**src/rtl/video_cmd_queue.sv**
```systemverilog
// Register-programmed per-channel command FIFOs feeding video function units.
// Optional idle interrupt: define VIDEO_CMD_QUEUE_IRQ_EN to enable offset 12 and irq.
module video_cmd_queue #(
  parameter int unsigned N_CH         = 2,
  parameter int unsigned DEPTH_LOG2   = 3,
  parameter int unsigned NR_FUN_UNITS = 2,
  parameter int unsigned DEST_WIDTH   = 3
) (
  input  logic                aclk,
  input  logic                aresetn,
  input  logic                reg_en,
  input  logic                reg_we,
  input  logic [11:0]         reg_addr,
  input  logic [31:0]         reg_wdata,
  output logic [31:0]         reg_rdata,
  output logic [N_CH-1:0]     cmd_valid,
  input  logic [N_CH-1:0]     cmd_ready,
  output logic [64*N_CH-1:0]  cmd_data,
  input  logic [N_CH-1:0]     cmd_done,
  output logic                irq
);

  localparam int unsigned           DEPTH    = 1 << DEPTH_LOG2;
  localparam logic [DEST_WIDTH-1:0] MAX_DEST = DEST_WIDTH'(NR_FUN_UNITS);
  localparam logic [DEPTH_LOG2:0]   FULL_LVL = (DEPTH_LOG2+1)'(DEPTH);

  logic [3:0] offset;
  logic       wr_en;
  logic [N_CH:0][31:0] rd_chain;

  assign offset      = reg_addr[3:0];
  assign wr_en       = reg_en && reg_we;
  assign rd_chain[0] = '0;

`ifdef VIDEO_CMD_QUEUE_IRQ_EN
  logic [N_CH-1:0] irq_term;
`endif

  for (genvar c = 0; c < N_CH; c++) begin : g_ch
    logic [63:0]           mem [DEPTH];
    logic [DEPTH_LOG2-1:0] wr_ptr, rd_ptr;
    logic [DEPTH_LOG2:0]   level, level_nx;
    logic [31:0]           low_word, done_cnt, rd_local;
    logic [63:0]           push_cmd;
    logic                  sel, wr0, wr4, wr8;
    logic                  half, overflow;
    logic                  empty, full, flush, pop, push_try, push, ovf_set;

    assign sel      = reg_addr[11:4] == 8'(c);
    assign wr0      = wr_en && sel && (offset == 4'h0);
    assign wr4      = wr_en && sel && (offset == 4'h4);
    assign wr8      = wr_en && sel && (offset == 4'h8);
    assign empty    = level == '0;
    assign full     = level == FULL_LVL;
    assign flush    = wr8 && reg_wdata[0];
    assign pop      = !empty && cmd_ready[c] && !flush;
    assign push_try = wr0 && half;
    // A pop in the same cycle frees the slot, so a full queue still accepts.
    assign push     = push_try && (!full || pop);
    assign ovf_set  = push_try && full && !pop;

    always_comb begin
      push_cmd = {reg_wdata, low_word};
      if (low_word[DEST_WIDTH-1:0] > MAX_DEST)
        push_cmd[DEST_WIDTH-1:0] = '0;
    end

    always_comb begin
      level_nx = level;
      if (flush)
        level_nx = '0;
      else if (push && !pop)
        level_nx = level + 1'b1;
      else if (pop && !push)
        level_nx = level - 1'b1;
    end

    always_ff @(posedge aclk) begin
      if (push)
        mem[wr_ptr] <= push_cmd;
    end

    always_ff @(posedge aclk) begin
      if (!aresetn) begin
        wr_ptr   <= '0;
        rd_ptr   <= '0;
        level    <= '0;
        low_word <= '0;
        half     <= 1'b0;
        overflow <= 1'b0;
        done_cnt <= '0;
      end else begin
        level <= level_nx;
        if (flush) begin
          wr_ptr <= '0;
          rd_ptr <= '0;
          half   <= 1'b0;
        end else begin
          if (push)
            wr_ptr <= wr_ptr + 1'b1;
          if (pop)
            rd_ptr <= rd_ptr + 1'b1;
          if (wr0) begin
            if (half) begin
              half <= 1'b0;
            end else begin
              low_word <= reg_wdata;
              half     <= 1'b1;
            end
          end
        end
        if (ovf_set)
          overflow <= 1'b1;
        else if (wr8 && reg_wdata[1])
          overflow <= 1'b0;
        if (wr4)
          done_cnt <= {31'b0, cmd_done[c]};
        else if (cmd_done[c])
          done_cnt <= done_cnt + 32'd1;
      end
    end

`ifdef VIDEO_CMD_QUEUE_IRQ_EN
    logic        wr12, mask, pending, mask_nx, pending_nx;
    logic [31:0] inflight, inflight_nx;

    assign wr12 = wr_en && sel && (offset == 4'hC);

    // irq is registered from next-state values so it rises the cycle after the event.
    always_comb begin
      inflight_nx = inflight;
      if (pop && !cmd_done[c])
        inflight_nx = inflight + 32'd1;
      else if (!pop && cmd_done[c] && inflight != '0)
        inflight_nx = inflight - 32'd1;
      mask_nx    = wr12 ? reg_wdata[0] : mask;
      pending_nx = pending;
      if (wr12 && reg_wdata[1])
        pending_nx = 1'b0;
      if (inflight == 32'd1 && inflight_nx == '0 && level_nx == '0)
        pending_nx = 1'b1;
    end

    assign irq_term[c] = mask_nx && (level_nx == '0) && (inflight_nx == '0) && pending_nx;

    always_ff @(posedge aclk) begin
      if (!aresetn) begin
        inflight <= '0;
        mask     <= 1'b0;
        pending  <= 1'b0;
      end else begin
        inflight <= inflight_nx;
        mask     <= mask_nx;
        pending  <= pending_nx;
      end
    end
`endif

    always_comb begin
      rd_local = '0;
      case (offset)
        4'h0: rd_local = 32'(level);
        4'h4: rd_local = done_cnt;
        4'h8: rd_local = {28'b0, overflow, half, full, empty};
`ifdef VIDEO_CMD_QUEUE_IRQ_EN
        4'hC: rd_local = {31'b0, mask};
`endif
        default: rd_local = '0;
      endcase
    end

    assign rd_chain[c+1]        = rd_chain[c] | (sel ? rd_local : 32'b0);
    assign cmd_valid[c]         = !empty;
    assign cmd_data[64*c +: 64] = mem[rd_ptr];
  end

  always_ff @(posedge aclk) begin
    if (!aresetn)
      reg_rdata <= '0;
    else if (reg_en && !reg_we)
      reg_rdata <= rd_chain[N_CH];
  end

`ifdef VIDEO_CMD_QUEUE_IRQ_EN
  always_ff @(posedge aclk) begin
    if (!aresetn)
      irq <= 1'b0;
    else
      irq <= |irq_term;
  end
`else
  assign irq = 1'b0;
`endif

endmodule

```
**config.mk**
```make
export PLATFORM = sky130hd
export DESIGN_NAME = video_cmd_queue
export DESIGN_NICKNAME = d
export VERILOG_FILES = /design/src/rtl/video_cmd_queue.sv
export SDC_FILE = /design/constraint.sdc
export NUM_CORES = 1
export LEC_CHECK = 0
export CAP_MARGIN = 20
export CORE_MARGIN = 4
export CORE_UTILIZATION = 52
export DETAILED_ROUTE_END_ITERATION = 8
export MAX_ROUTING_LAYER = met4
export PLACE_DENSITY = 0.76
export SLEW_MARGIN = 10
export SYNTH_ARGS = -nofsm -noshare
export SYNTH_HDL_FRONTEND = slang
export SYNTH_SLANG_ARGS = --single-unit
```
**constraint.sdc**
```tcl
create_clock -name aclk -period 14.6 [get_ports aclk]
set_clock_uncertainty 0.1 [all_clocks]
set_input_delay 2.19 -clock aclk [delete_from_list [all_inputs] [get_ports aclk]]
set_output_delay 2.19 -clock aclk [all_outputs]
set_load 0.05 [all_outputs]
```
# Yosys cells after proc, flatten, opt, wreduce, memory -nomap -nowiden
# Memories as Yosys holds them, arrays and structs flattened. A register that Yosys moved wholly into a read port is not among the register bits.
# Index checks and enable logic that the tools add are counted.
[totals]
ff_bits = 184
ramBits = 1024
input_bits = 52
out_inout_bits = 163
elab_cells = 129
memories = 2
[memory_table]
columns = ["memory", "depth", "width", "rd", "rd_ports_with_merged_regs", "wr", "line", "rtl"]
rows = [
  ["g_ch[0].mem", 8, 64, 1, 1, 1, "40", "logic [63:0] mem [DEPTH];"],
  ["g_ch[1].mem", 8, 64, 1, 1, 1, "40", ""],
]
[classes]
addsub = 10
order_cmp = 2
n_eq_ne = 5
mux = 28
n_bitwise = 6
reduce_logical = 59
[op_table]
columns = ["op", "count"]
rows = [
  ["case mux 32 bit (3 select lines)", 2],
  ["adder 32 x 1 -> 32 bit, second input constant", 2],
  ["2-to-1 mux 32 bit", 2],
  ["OR 32 bit", 1],
  ["logical AND 1 bit", 30],
  ["2-to-1 mux 3 bit", 6],
  ["2-to-1 mux 4 bit", 4],
  ["2-to-1 mux 1 bit", 14],
  ["adder 3 x 1 -> 3 bit, second input constant", 4],
  ["== test 4 bit, second input constant", 3],
  ["logical NOT 4 bit", 3],
  ["nonzero test 2 bit", 6],
  ["logical NOT 1 bit", 11],
  ["adder 4 x 1 -> 4 bit, second input constant", 2],
  ["== test 8 x 1 -> 1 bit, second input constant", 1],
  ["logical NOT 8 bit", 1],
  ["OR reduction 2 bit", 4],
  ["subtractor 4 x 1 -> 4 bit, second input constant", 2],
  ["> comparator 3 x 2 -> 1 bit, second input constant", 2],
  ["AND reduction 3 bit", 2],
  ["NOT 1 bit", 5],
  ["== test 4 x 3 -> 1 bit, second input constant", 1],
  ["logical OR 1 bit", 2],
]

# Depth between registers and ports, before layout
[depth]
word_depth = 12
mapped_depth = 13
mapped_depth_nobuf = 11

# Least setup slack after synthesis
# Ideal clock, no wire load.
[synth_path]
path_kind = "input -> register"
from = "in reg_addr[1]"
to = "mem g_ch[0].mem[1][0], enable pin"
setup_ns = 0.666
arrival_ns = 10.093
required_ns = 13.834
path_slack_ns = 3.741
stages = 5
path_buffers = 1
path_cell_list = "or3_1 > clkbuf_1 > nor4_4 > nand3_1 > nor4b_1"
[synth_between]
elab_chain_cells = 9
[synth_lines]
columns = ["element", "line", "rtl"]
rows = [
  ["start: declaration", "13", "input logic [11:0] reg_addr,"],
  ["== test 4 bit", "52", "assign wr8 = wr_en && sel && (offset == 4'h8);"],
  ["logical AND 1 bit", "52", ""],
  ["logical AND 1 bit", "55", "assign flush = wr8 && reg_wdata[0];"],
  ["logical NOT 1 bit", "56", "assign pop = !empty && cmd_ready[c] && !flush;"],
  ["logical AND 1 bit", "56", ""],
  ["logical OR 1 bit", "59", "assign push = push_try && (!full || pop);"],
  ["logical AND 1 bit *", "59", ""],
  ["2-to-1 mux 1 bit *", "79", "if (push)"],
  ["2-to-1 mux 1 bit (implied by the code) *", "80", "mem[wr_ptr] <= push_cmd;"],
  ["end: declaration", "40", ""],
]
# Every way passes the cells marked *; elsewhere a longest branch is shown, timed or not.

==> metrics.txt <==
period utilization=49.9%; cts hold-fix bufs=0; WP buf/inv=3; Req. time, crit path=12.31 ns; vias in the first global route=26000; Layout area overhead=15.8%; Die Y=approximately 310 µm; DR WL/cell=about 27 µm; Num CTS Buffers=between 100 and 150; status=complete, no violations; P_leak=about 18 nW; gr ovfl total=0; Root Buffer=clkbuf_16; Max Freq=~0.14 GHz; clock sinks=~1200; Final WS setup=between 7 and 8 ns; DR vias=between 20000 and 30000; Starting Density=between 50% and 60%; Post-Syn Instances=between 2000 and 3000; adder-cell share of the synthesized area=less than 1%; Worst Setup Path Type=register to primary output; synth warn=0; largest family of logic cells by synthesized area=multiplexers; Post CTS Setup Buffer Count=0; minimum clock period=7.29 ns; Fin Setup TNS=0 ns; first drt pass iteration count=6; fill cell count=6122; worst path cell trace=buf_4 > buf_4 > mux4_2 > mux2_2 > clkdlybuf4s50_1; full die area=approximately 96000 µm²; crit end category=primary output; Yosys cell types=64; drc violations=0; maxcap violations=0; CTS resizes=0; RSZ-0062 raised after global routing=false; cell count after placement=3852; First DRT Iteration DRCs=between 3000 and 4000; worst-skew pair later-pin latency=0.69 ns; clock buffer depth=3; Worst Hold Class=register to register; critical path's slowest cell=dfxtp_4; core box area=about 90000 µm²; setup slack at placement=~8 ns; critical path startpoint category=register; Critical Path Max Stage Delay=0.92 ns; Post-synth ARST share=0%; H-tree Lvls=3; Avg Cell Area, Syn=about 19 µm²; vias per cell=6.25; largest net degree at the start of global routing=70; Synth Flop Type=edfxtp_1; Detail Route Antenna Nets=0; register bit count reported by yosys=around 1200; HPWL Detailed=62400 µm; Die W=just over 300 µm; Worst Path Arrival=5.00 ns; Post-Synth Simple-Gate Area=under 10%; fraction of layout cells with a size suffix above 1=between 20% and 30%; TritonCTS clock tree=done; final setup fails=0; Max-slew headroom=17.6%; most used cell, CP=buf_4; FP Rows=110; final hold viol count=0; Max Transition Viols Final=0; Core Util, Final=between 60 and 70%; number of synthesized flops with an enable pin=1024; peak fanout along the critical path=47; cell area after synthesis=between 40000 and 50000 µm²; power per cell area=between 100 and 150 nW/µm²; GRT Total Usage=24.0%; drt total wl=112000 µm; Nets=roughly 2900; register area share after synthesis=between 70 and 80%; Compound-Gate Fraction of Synth Area=between 3 and 4%; post-synthesis mux area share=16.2%; Worst-Margin Slew=around 1.2 ns; GPL Wtd Cong=0.883; Top Ports=roughly 220; peak supply drop=about 0.090 mV; Synth Area in XOR/XNOR=less than 1%; Cell Count, Final, Fillers Out=4088; CP delay by family, top=buffers and inverters; port bufs=around 210; initial antenna violation count=13; Clk pin slew, worst setup/hold paths=roughly 0.06 ns; global-route wire length before repair=between 150000 and 200000 µm
cells by family after synthesis:
kind of cell    Yosys count
xor+xnor                 36
other cells               1
fa+ha+maj                14
buf+inv                 176
simple gates            403
compound gates          282
mux                     428
flops                  1214
layout make-up:
cell class                 count  area [µm²]  share of cell area, %
clock inverter                63         607                   1.11
antenna                       16        40.0                 0.0731
sequential                  1214       34600                   63.2
multi-input combinational   1180       12200                   22.3
tap                         1176        1470                   2.69
timing repair buffer         269        2680                   4.89
clock buffer                 149        3070                   5.61
inverter                      21        80.1                  0.146
cells in the mapped netlist, types with 3 or more instances:
master | instances | share of area, %
a21o_1 | 3 | 0.048
o31ai_1 | 22 | 0.35
nand4_1 | 55 | 0.73
nor4b_1 | 4 | 0.074
nand4b_1 | 3 | 0.056
a21oi_1 | 112 | 1.2
nor2b_1 | 5 | 0.066
xnor2_1 | 21 | 0.39
and4_1 | 11 | 0.20
buf_1 | 29 | 0.23
nand3b_1 | 4 | 0.064
nor2_1 | 55 | 0.44
o22ai_1 | 4 | 0.053
and2_1 | 28 | 0.37
ha_1 | 12 | 0.32
nand2_1 | 60 | 0.48
edfxtp_1 | 1024 | 65
nor3b_1 | 6 | 0.095
o21ai_1 | 3 | 0.032
nand2b_1 | 5 | 0.066
mux2i_1 | 42 | 0.89
dfxtp_1 | 190 | 8.0
or2_2 | 5 | 0.066
o21ai_0 | 115 | 1.2
nor4_1 | 15 | 0.20
xor2_1 | 15 | 0.28
o41ai_1 | 4 | 0.074
buf_2 | 10 | 0.11
or3_1 | 15 | 0.20
nor3_1 | 20 | 0.21
nand3_1 | 66 | 0.70
buf_4 | 5 | 0.079
inv_1 | 21 | 0.17
mux4_2 | 256 | 12
mux2_2 | 130 | 3.1
clkbuf_1 | 110 | 0.87
or4_1 | 31 | 0.49
metrics by stage:
stage	hold WS [ns]	power (mW)	area [µm²]
CTS	0.390	6.74	54600
global route	0.409	6.91	54700
finish	0.388	6.71	54700
global placement	0.356	3.89	50800
detailed placement	0.367	3.90	50900
floorplan	0.346	3.84	47300
placed cells by master, fill, tap and decap left out, types with 42 or more instances in the layout:
| cell type | instances |
|---|---|
| edfxtp_1 | 1024 |
| mux4_2 | 256 |
| clkdlybuf4s50_1 | 212 |
| dfxtp_1 | 184 |
| mux2_2 | 130 |
| o21ai_0 | 115 |
| a21oi_1 | 112 |
| clkbuf_16 | 112 |
| nand3_1 | 66 |
| nand2_1 | 60 |
| nand4_1 | 55 |
| nor2_1 | 50 |
| buf_4 | 47 |
| mux2i_1 | 42 |
worst paths after layout:
path	startpoint	endpoint	slack, ns	cells after the start
hold / removal	g_ch[0].done_cnt[31]	g_ch[0].done_cnt[31]	0.39	2
hold reg to reg	g_ch[0].done_cnt[31]	g_ch[0].done_cnt[31]	0.39	2
setup reg to reg	g_ch[0].level[1]	g_ch[0].level[3]	10.91	11
setup / recovery	register	cmd_data[117]	7.31	5
report_power, final:
group	total [mW]	internal [mW]	switching, mW
Clock	2.88	1.61	1.27
Sequential	3.73	3.73	0.00243
Combinational	0.0974	0.0235	0.0738
registers in the layout, indices dropped and copies added, names as in the netlist, named ones only:
| register | flops |
|---|---|
| g_ch.half | 2 |
| g_ch.done_cnt | 64 |
| g_ch.rd_ptr | 6 |
| g_ch.low_word | 64 |
| g_ch.mem | 1024 |
| g_ch.level | 8 |
| reg_rdata | 32 |
| g_ch.wr_ptr | 6 |
| g_ch.overflow | 2 |
layer usage:
layer / GRT usage, % / vias to the layer above / part of all wire (%)
met4: 5.86 / 0 / 2.5
li1: - / 10900 / -
met2: 37.9 / 1222 / 49
met1: 32.0 / 13300 / 39
met5: - / - / 0
met3: 5.85 / 170 / 9.6
tightest hold or removal path, delay by kind of cell (launching register included):
| family | cells | cell delay, ns |
|---|---|---|
| DFF | 1 | 0.32 |
| AOI/OAI and AO/OA | 2 | 0.12 |
No activity file was read; power rests on OpenSTA's default activity.
